===== src/rtl/alu_share_arbiter.sv =====
// Round-robin arbiter sharing one combinational ALU between NUM_REQ requesters.
// Optional macro ALU_ILLEGAL_OP_EN adds a registered rsp_illegal_o flag.
module alu_share_arbiter #(
  parameter int NUM_REQ = 2,
  parameter int ID_W    = 2
) (
  input  logic                  clk_i,
  input  logic                  rst_i,
  input  logic [NUM_REQ-1:0]    req_valid_i,
  output logic [NUM_REQ-1:0]    req_ready_o,
  input  logic [NUM_REQ*32-1:0] req_src1_i,
  input  logic [NUM_REQ*32-1:0] req_src2_i,
  input  logic [NUM_REQ*4-1:0]  req_ctrl_i,
  output logic [31:0]           alu_src1_o,
  output logic [31:0]           alu_src2_o,
  output logic [3:0]            alu_ctrl_o,
  input  logic [31:0]           alu_result_i,
  input  logic                  alu_zero_i,
  output logic                  rsp_valid_o,
  input  logic                  rsp_ready_i,
  output logic [ID_W-1:0]       rsp_id_o,
  output logic [31:0]           rsp_result_o,
  output logic                  rsp_zero_o
`ifdef ALU_ILLEGAL_OP_EN
  ,
  output logic                  rsp_illegal_o
`endif
);

  typedef enum logic [1:0] {IDLE, EXEC, RESP} state_t;

  state_t          state_q, state_d;
  logic [ID_W-1:0] rr_ptr_q;
  logic [ID_W-1:0] id_q;
  logic [31:0]     src1_q, src2_q;
  logic [3:0]      ctrl_q;

  logic            grant_valid;
  logic [ID_W-1:0] grant_id;
  logic [31:0]     grant_src1, grant_src2;
  logic [3:0]      grant_ctrl;
  int unsigned     cand;

  assign alu_src1_o = src1_q;
  assign alu_src2_o = src2_q;
  assign alu_ctrl_o = ctrl_q;

  always_comb begin
    state_d     = state_q;
    req_ready_o = '0;
    grant_valid = 1'b0;
    grant_id    = '0;
    grant_src1  = '0;
    grant_src2  = '0;
    grant_ctrl  = '0;
    cand        = '0;
    case (state_q)
      IDLE: begin
        // Offset i walks the requesters starting at the pointer; first hit wins.
        for (int unsigned i = 0; i < NUM_REQ; i++) begin
          cand = i + int'(rr_ptr_q);
          if (cand >= NUM_REQ) cand = cand - NUM_REQ;
          for (int unsigned j = 0; j < NUM_REQ; j++) begin
            if (!grant_valid && j == cand && req_valid_i[j]) begin
              grant_valid    = 1'b1;
              grant_id       = ID_W'(j);
              grant_src1     = req_src1_i[32*j +: 32];
              grant_src2     = req_src2_i[32*j +: 32];
              grant_ctrl     = req_ctrl_i[4*j +: 4];
              req_ready_o[j] = 1'b1;
            end
          end
        end
        if (grant_valid) state_d = EXEC;
      end
      EXEC: state_d = RESP;
      RESP: if (rsp_ready_i) state_d = IDLE;
      default: state_d = IDLE;
    endcase
  end

  always_ff @(posedge clk_i or posedge rst_i) begin
    if (rst_i) state_q <= IDLE;
    else       state_q <= state_d;
  end

  always_ff @(posedge clk_i or posedge rst_i) begin
    if (rst_i) begin
      rr_ptr_q      <= '0;
      id_q          <= '0;
      src1_q        <= '0;
      src2_q        <= '0;
      ctrl_q        <= '0;
      rsp_valid_o   <= 1'b0;
      rsp_id_o      <= '0;
      rsp_result_o  <= '0;
      rsp_zero_o    <= 1'b0;
`ifdef ALU_ILLEGAL_OP_EN
      rsp_illegal_o <= 1'b0;
`endif
    end else begin
      case (state_q)
        IDLE: begin
          if (grant_valid) begin
            src1_q <= grant_src1;
            src2_q <= grant_src2;
            ctrl_q <= grant_ctrl;
            id_q   <= grant_id;
          end
        end
        EXEC: begin
          rsp_result_o  <= alu_result_i;
          rsp_zero_o    <= alu_zero_i;
          rsp_id_o      <= id_q;
          rsp_valid_o   <= 1'b1;
`ifdef ALU_ILLEGAL_OP_EN
          rsp_illegal_o <= (ctrl_q == 4'b0101) || (ctrl_q == 4'b1111);
`endif
        end
        RESP: begin
          if (rsp_ready_i) begin
            rsp_valid_o <= 1'b0;
            rr_ptr_q    <= (id_q == ID_W'(NUM_REQ-1)) ? '0 : id_q + 1'b1;
          end
        end
        default: ;
      endcase
    end
  end

endmodule


===== config.mk =====
export PLATFORM = sky130hd
export DESIGN_NAME = alu_share_arbiter
export DESIGN_NICKNAME = d
export VERILOG_FILES = /design/src/rtl/alu_share_arbiter.sv
export SDC_FILE = /design/constraint.sdc
export NUM_CORES = 1
export LEC_CHECK = 0
export ABC_AREA = 0
export CAP_MARGIN = 10
export CORE_MARGIN = 3
export CORE_UTILIZATION = 41
export DETAILED_ROUTE_END_ITERATION = 10
export GPL_TIMING_DRIVEN = 0
export PLACE_DENSITY = 0.84
export SYNTH_ARGS = -nofsm -noshare
export SYNTH_HDL_FRONTEND = slang
export SYNTH_SLANG_ARGS = --single-unit

===== constraint.sdc =====
create_clock -name clk_i -period 7 [get_ports clk_i]
set_input_delay 1.05 -clock clk_i [delete_from_list [all_inputs] [get_ports clk_i]]
set_output_delay 1.05 -clock clk_i [all_outputs]
set_load 0.02 [all_outputs]

; Word-level counts from Yosys, hierarchy flattened
; Cells that the tools add are included.
[word_totals]
regBits = 110
[classes]
addsub = 4
order_cmp = 2
n_mux = 38
n_reduce_logical = 18
n_eq_ne = 7
[op_table]
columns = operator, count
row1 = $mux W32, 12
row2 = $eq A1 B32 Y1 const A, 2
row3 = $logic_not A32 Y1, 2
row4 = $mux W4, 4
row5 = $mux W1, 14
row6 = $mux W2, 6
row7 = $reduce_and A2 Y1, 4
row8 = $logic_and A1 B1 Y1, 7
row9 = $pmux W2 S3, 1
row10 = $eq A2 B1 Y1 const B, 2
row11 = $ne A2 B2 Y1 const B, 2
row12 = $sub A3 B2 Y4 const B, 1
row13 = $add A1 B2 Y3 const A, 1
row14 = $ge A3 B2 Y1 const B, 1
row15 = $logic_not A1 Y1, 3
row16 = $sub A2 B2 Y3 const B, 1
row17 = $add A2 B1 Y2 const B, 1
row18 = $eq A2 B2 Y1 const B, 1
row19 = $ge A2 B2 Y1 const B, 1
row20 = $logic_not A2 Y1, 1
row21 = $pmux W1 S2, 1
row22 = $reduce_bool A2 Y1, 1

; Depth between registers and ports, before layout
[depth]
word_depth = 24
mapped_depth = 8

; Worst setup path after synthesis
; Ideal clock, no wire load.
[synth_timing]
path_kind = input to output
from = input port req_valid_i[1]
to = output port req_ready_o[0]
setup_slack_ps = 3986
n_path_buf = 3
arrival_time_ps = 1964
stages = 5
cell_sequence = buf_6 > a21boi_2 > buf_2 > buf_4 > and2_1
[synth_via]
elab_chain_len = 8
[synth_rtl]
columns = element, line
row1 = start: declaration, 9  ; input logic [NUM_REQ-1:0] req_valid_i,
row2 = $logic_and A1 B1 Y1, 64  ; if (!grant_valid && j == cand && req_valid_i[j]) begin
row3 = $mux W1, 64
row4 = $mux W1, 57  ; case (state_q)
row5 = $logic_not A1 Y1, 64
row6 = $logic_and A1 B1 Y1 (2 in a row), 64
row7 = $mux W1, 64
row8 = $mux W2, 57
row9 = end: declaration, 10  ; output logic [NUM_REQ-1:0] req_ready_o,
; Every way passes these cells. The select of a mux whose other input is x is not followed.

; Worst setup path after layout
[layout_timing]
from = input port req_valid_i[0]
to = output port req_ready_o[0]
[layout_via]
elab_chain_len = 13
[layout_rtl]
columns = element, line
row1 = $logic_and A1 B1 Y1, 64
row2 = $mux W1, 64
row3 = $mux W1, 57
row4 = $logic_not A1 Y1, 64
row5 = $logic_and A1 B1 Y1 (2 in a row), 64
row6 = $mux W1, 64
row7 = $mux W1, 57
row8 = $logic_not A1 Y1, 64
row9 = $logic_and A1 B1 Y1 (2 in a row), 64
row10 = $mux W1 *, 64
row11 = $mux W2 *, 57
; Mark *: on every way between the ends. The rest lies on a longest branch, timed or not. The select of a mux whose other input is x is not followed.

==> flow_summary.yaml <==
timing:
  holdWs_ps: 504.0
  min_period_ps: 4233
  max_freq_ghz: 0.2362
  setup_tns_ps: 0
  post-route-period-util_pct: 60.47
  hold_viol: 0
  max-slew-margin-rel_pct: 51.70
  slew_viol_final: 0
  worst_pin_slew_ps: 724.6
  rsz0062_at_grt: "false"
  clock-skew-final_ps: 5.599
  setup_viol_count_final: 0
floorplanning:
  die-area_um2: 12890
  fp.dieH_um: 113.5
  core_region_area_um2: 11080
  ioPinCount: 280
  die_w_um: 113.5
  initial_utilization_pct: 42.79
  rows: 38
critical_path:
  path_cells: "clkdlybuf4s50_1 > a21boi_2 > buf_2 > buf_4 > and2_1 > clkdlybuf4s50_1"
  cp_data_required_time_ps: 5950
  cp-end-kind: "output port"
  path_delay_family: "buffers and inverters"
  arrival_ps: 3180
  path_buf_inv: 4
  cp_common_cell: "clkdlybuf4s50_1"
  cpMaxStageDelayCell: "clkdlybuf4s50_1"
  crit_type: "primary input to output port"
  critPathMaxFanout: 10
  cp-start-kind: "primary input"
  slowest_delay_ps: 590
finish:
  seq_area_um2: 2678
  layout.nets: 876
  multiInputGateArea_um2: 1800
  layout.cells.most_common: "clkdlybuf4s50_1"
  area_growth_pct: 69.62
  num_antenna_cells: 0
  mostFrequentLayoutCells: "277 x clkdlybuf4s50_1, 126 x a21oi_1, 107 x dfrtp_1"
  n_fill_cell: 812
  drive_gt1_share_pct: 12.87
global_routing:
  grt_pass1_wl_um: 26450
  grt_usage_pct: 26.04
  grt_max_degree: 58
  grt_overflow: 0
  first_global_vias: 5025
  antenna_found_initial: 0
logic_synthesis:
  syn_nets: 587
  synth_area_um2: 4741
  yosysUniqueCellTypes: 28
  syn_inst: 413
  ys_ff_latch: 107
  ys_seq_area_share_pct: 56.48
  yosys_warnings: 0
  syn-mean-instance-area_um2: 11.48
power_and_ir_drop:
  p_int_w: 0.002211
  power_leakage_nw: 3.120
  pwr-share-comb_pct: 54.4
  vdd_drop_max_uv: 268.5
  p_per_area_nw_per_um2: 458.2
  p_switching_w: 0.001473
  clock_power_share_pct: 14.9
  swShare_pct: 39.99
  p_seq_share_pct: 30.7
placed_design:
  port_buffers: 277
  routabilityCongestion: 0.8594
  dpl.hpwl_um: 13030
detailed_routing:
  first_pass_iters: 4
  drc: 0
  wl_per_cell_um: 19.90
  ant_nets: 0
  routed_wl_um: 16860
  vias_per_cell: 5.560
  drt_iter0_markers: 204
  dr_total_vias: 4709
clock_network:
  cts_resized: 0
  numCtsBuffers: 9
  htreeDepth: 3
  cts.sinks: 107
  ctsRootBufferMaster: "clkbuf_16"
  postCtsSetupBuffers: 0
  holdBufCountCts: 0
  clkSlewWorstSetupHoldPaths_ps: 70
  clk_latency_ps: 340
  cts_tree: "built"
  cts_buffer_depth: 2
outcome:
  status: "complete, no violations"
min_path:
  min_path_type: "register to register"
job:
  cap_violations: 0
==> stage by stage <==
step | instance area (um^2) | setup slack, ps | std cells | util [%] | total power, W
final | 8041 | 2767 | 847 | 72.59 | 0.003684
after floorplan | 4741 | 3133 | 413 | - | 0.002168
after global routing | 8041 | 2622 | 847 | 72.59 | 0.003894
after CTS | 8041 | 2755 | 847 | 72.59 | 0.003709
after detailed placement | 7719 | 2759 | 831 | 69.67 | 0.003151
after global placement | 7689 | 1693 | 830 | 69.40 | 0.003083
==> metal layers <==
metal / vias to the layer above / wire length, um / GRT usage [%]
met2: 216 / 8883 / 47.47
li1: 2174 / - / -
met1: 2286 / 6280 / 29.90
met3: 33 / 1171 / 4.775
met4: 0 / 523 / 10.82
met5: - / 0 / 0
==> power by group through the flow <==
stage / logic (W) / registers [W] / clock network, W
2_1_floorplan: 0.000677 / 0.00149 / 0
3_3_place_gp: 0.00196 / 0.00112 / 0
3_5_place_dp: 0.00202 / 0.00113 / 0
4_1_cts: 0.00202 / 0.00113 / 0.000556
5_1_grt: 0.00214 / 0.00117 / 0.000585
6_report: 0.00201 / 0.00113 / 0.000548
==> flip-flops by register name, indices dropped and copies added (netlist names), 2 cells and up <==
| name | cells |
|---|---|
| rsp_result_o | 32 |
| alu_src2_o | 32 |
| alu_src1_o | 32 |
| state_q | 2 |
| alu_ctrl_o | 4 |
==> synth_stat cells <==
library cell  count  area, um^2
a21oi_1         126       630.6
dfrtp_1         107        2678
a32oi_1          68       595.6
mux2_2           34       382.9
clkbuf_1         24       90.09
buf_2            18       90.09
a21oi_2          10       87.58
buf_6             5       56.30
buf_4             2       15.01
a21boi_2          1       11.26
a21o_1            1       7.510
and2_1            1       6.260
and3_1            1       6.260
buf_1             1       3.750
conb_1            1       3.750
inv_1             1       3.750
inv_2             1       3.750
nand2_1           1       3.750
nand2_2           1       6.260
nand2b_1          1       6.260
nand3b_1          1       7.510
nor2_2            1       6.260
nor2b_1           1       6.260
nor3b_1           1       7.510
o21a_1            1       7.510
o21ai_0           1       5.000
or2_1             1       6.260
or2_2             1       6.260
==> layout make-up <==
class | instances | area share (%)
buffer | 50 | 3.174
clock buffer | 10 | 2.847
clock inverter | 6 | 1.167
inverter | 2 | 0.1245
multi-input combinational | 254 | 22.39
sequential | 107 | 33.30
tap | 140 | 2.178
timing repair buffer | 278 | 34.82
==> cells by family (layout without fill, tap and decap cells) <==
family          after synthesis  count (layout)  share of synthesized area, %
compound gates              208             208                         28.37
flops                       107             107                         56.48
buf+inv                      52             346                         5.542
mux                          34              34                         8.076
simple gates                 11              11                         1.452
other cells                   1               1                       0.07910
==> worst paths after layout <==
kind | from | end | slack [ps] | depth (start not counted)
worst max register to register | state_q[1] | alu_src1_o[25] | 5290 | 5
worst min register to register | rsp_valid_o | rsp_valid_o | 500 | 1
worst min-delay path | rsp_valid_o | rsp_valid_o | 500 | 1
worst max-delay path | req_valid_i[0] | req_ready_o[0] | 2770 | 6
max in group asynchronous | rst_i | alu_src2_o[23] | 5130 | 3
min in group asynchronous | rst_i | rsp_result_o[18] | 1180 | 2
(Power assumes the default switching activity.)
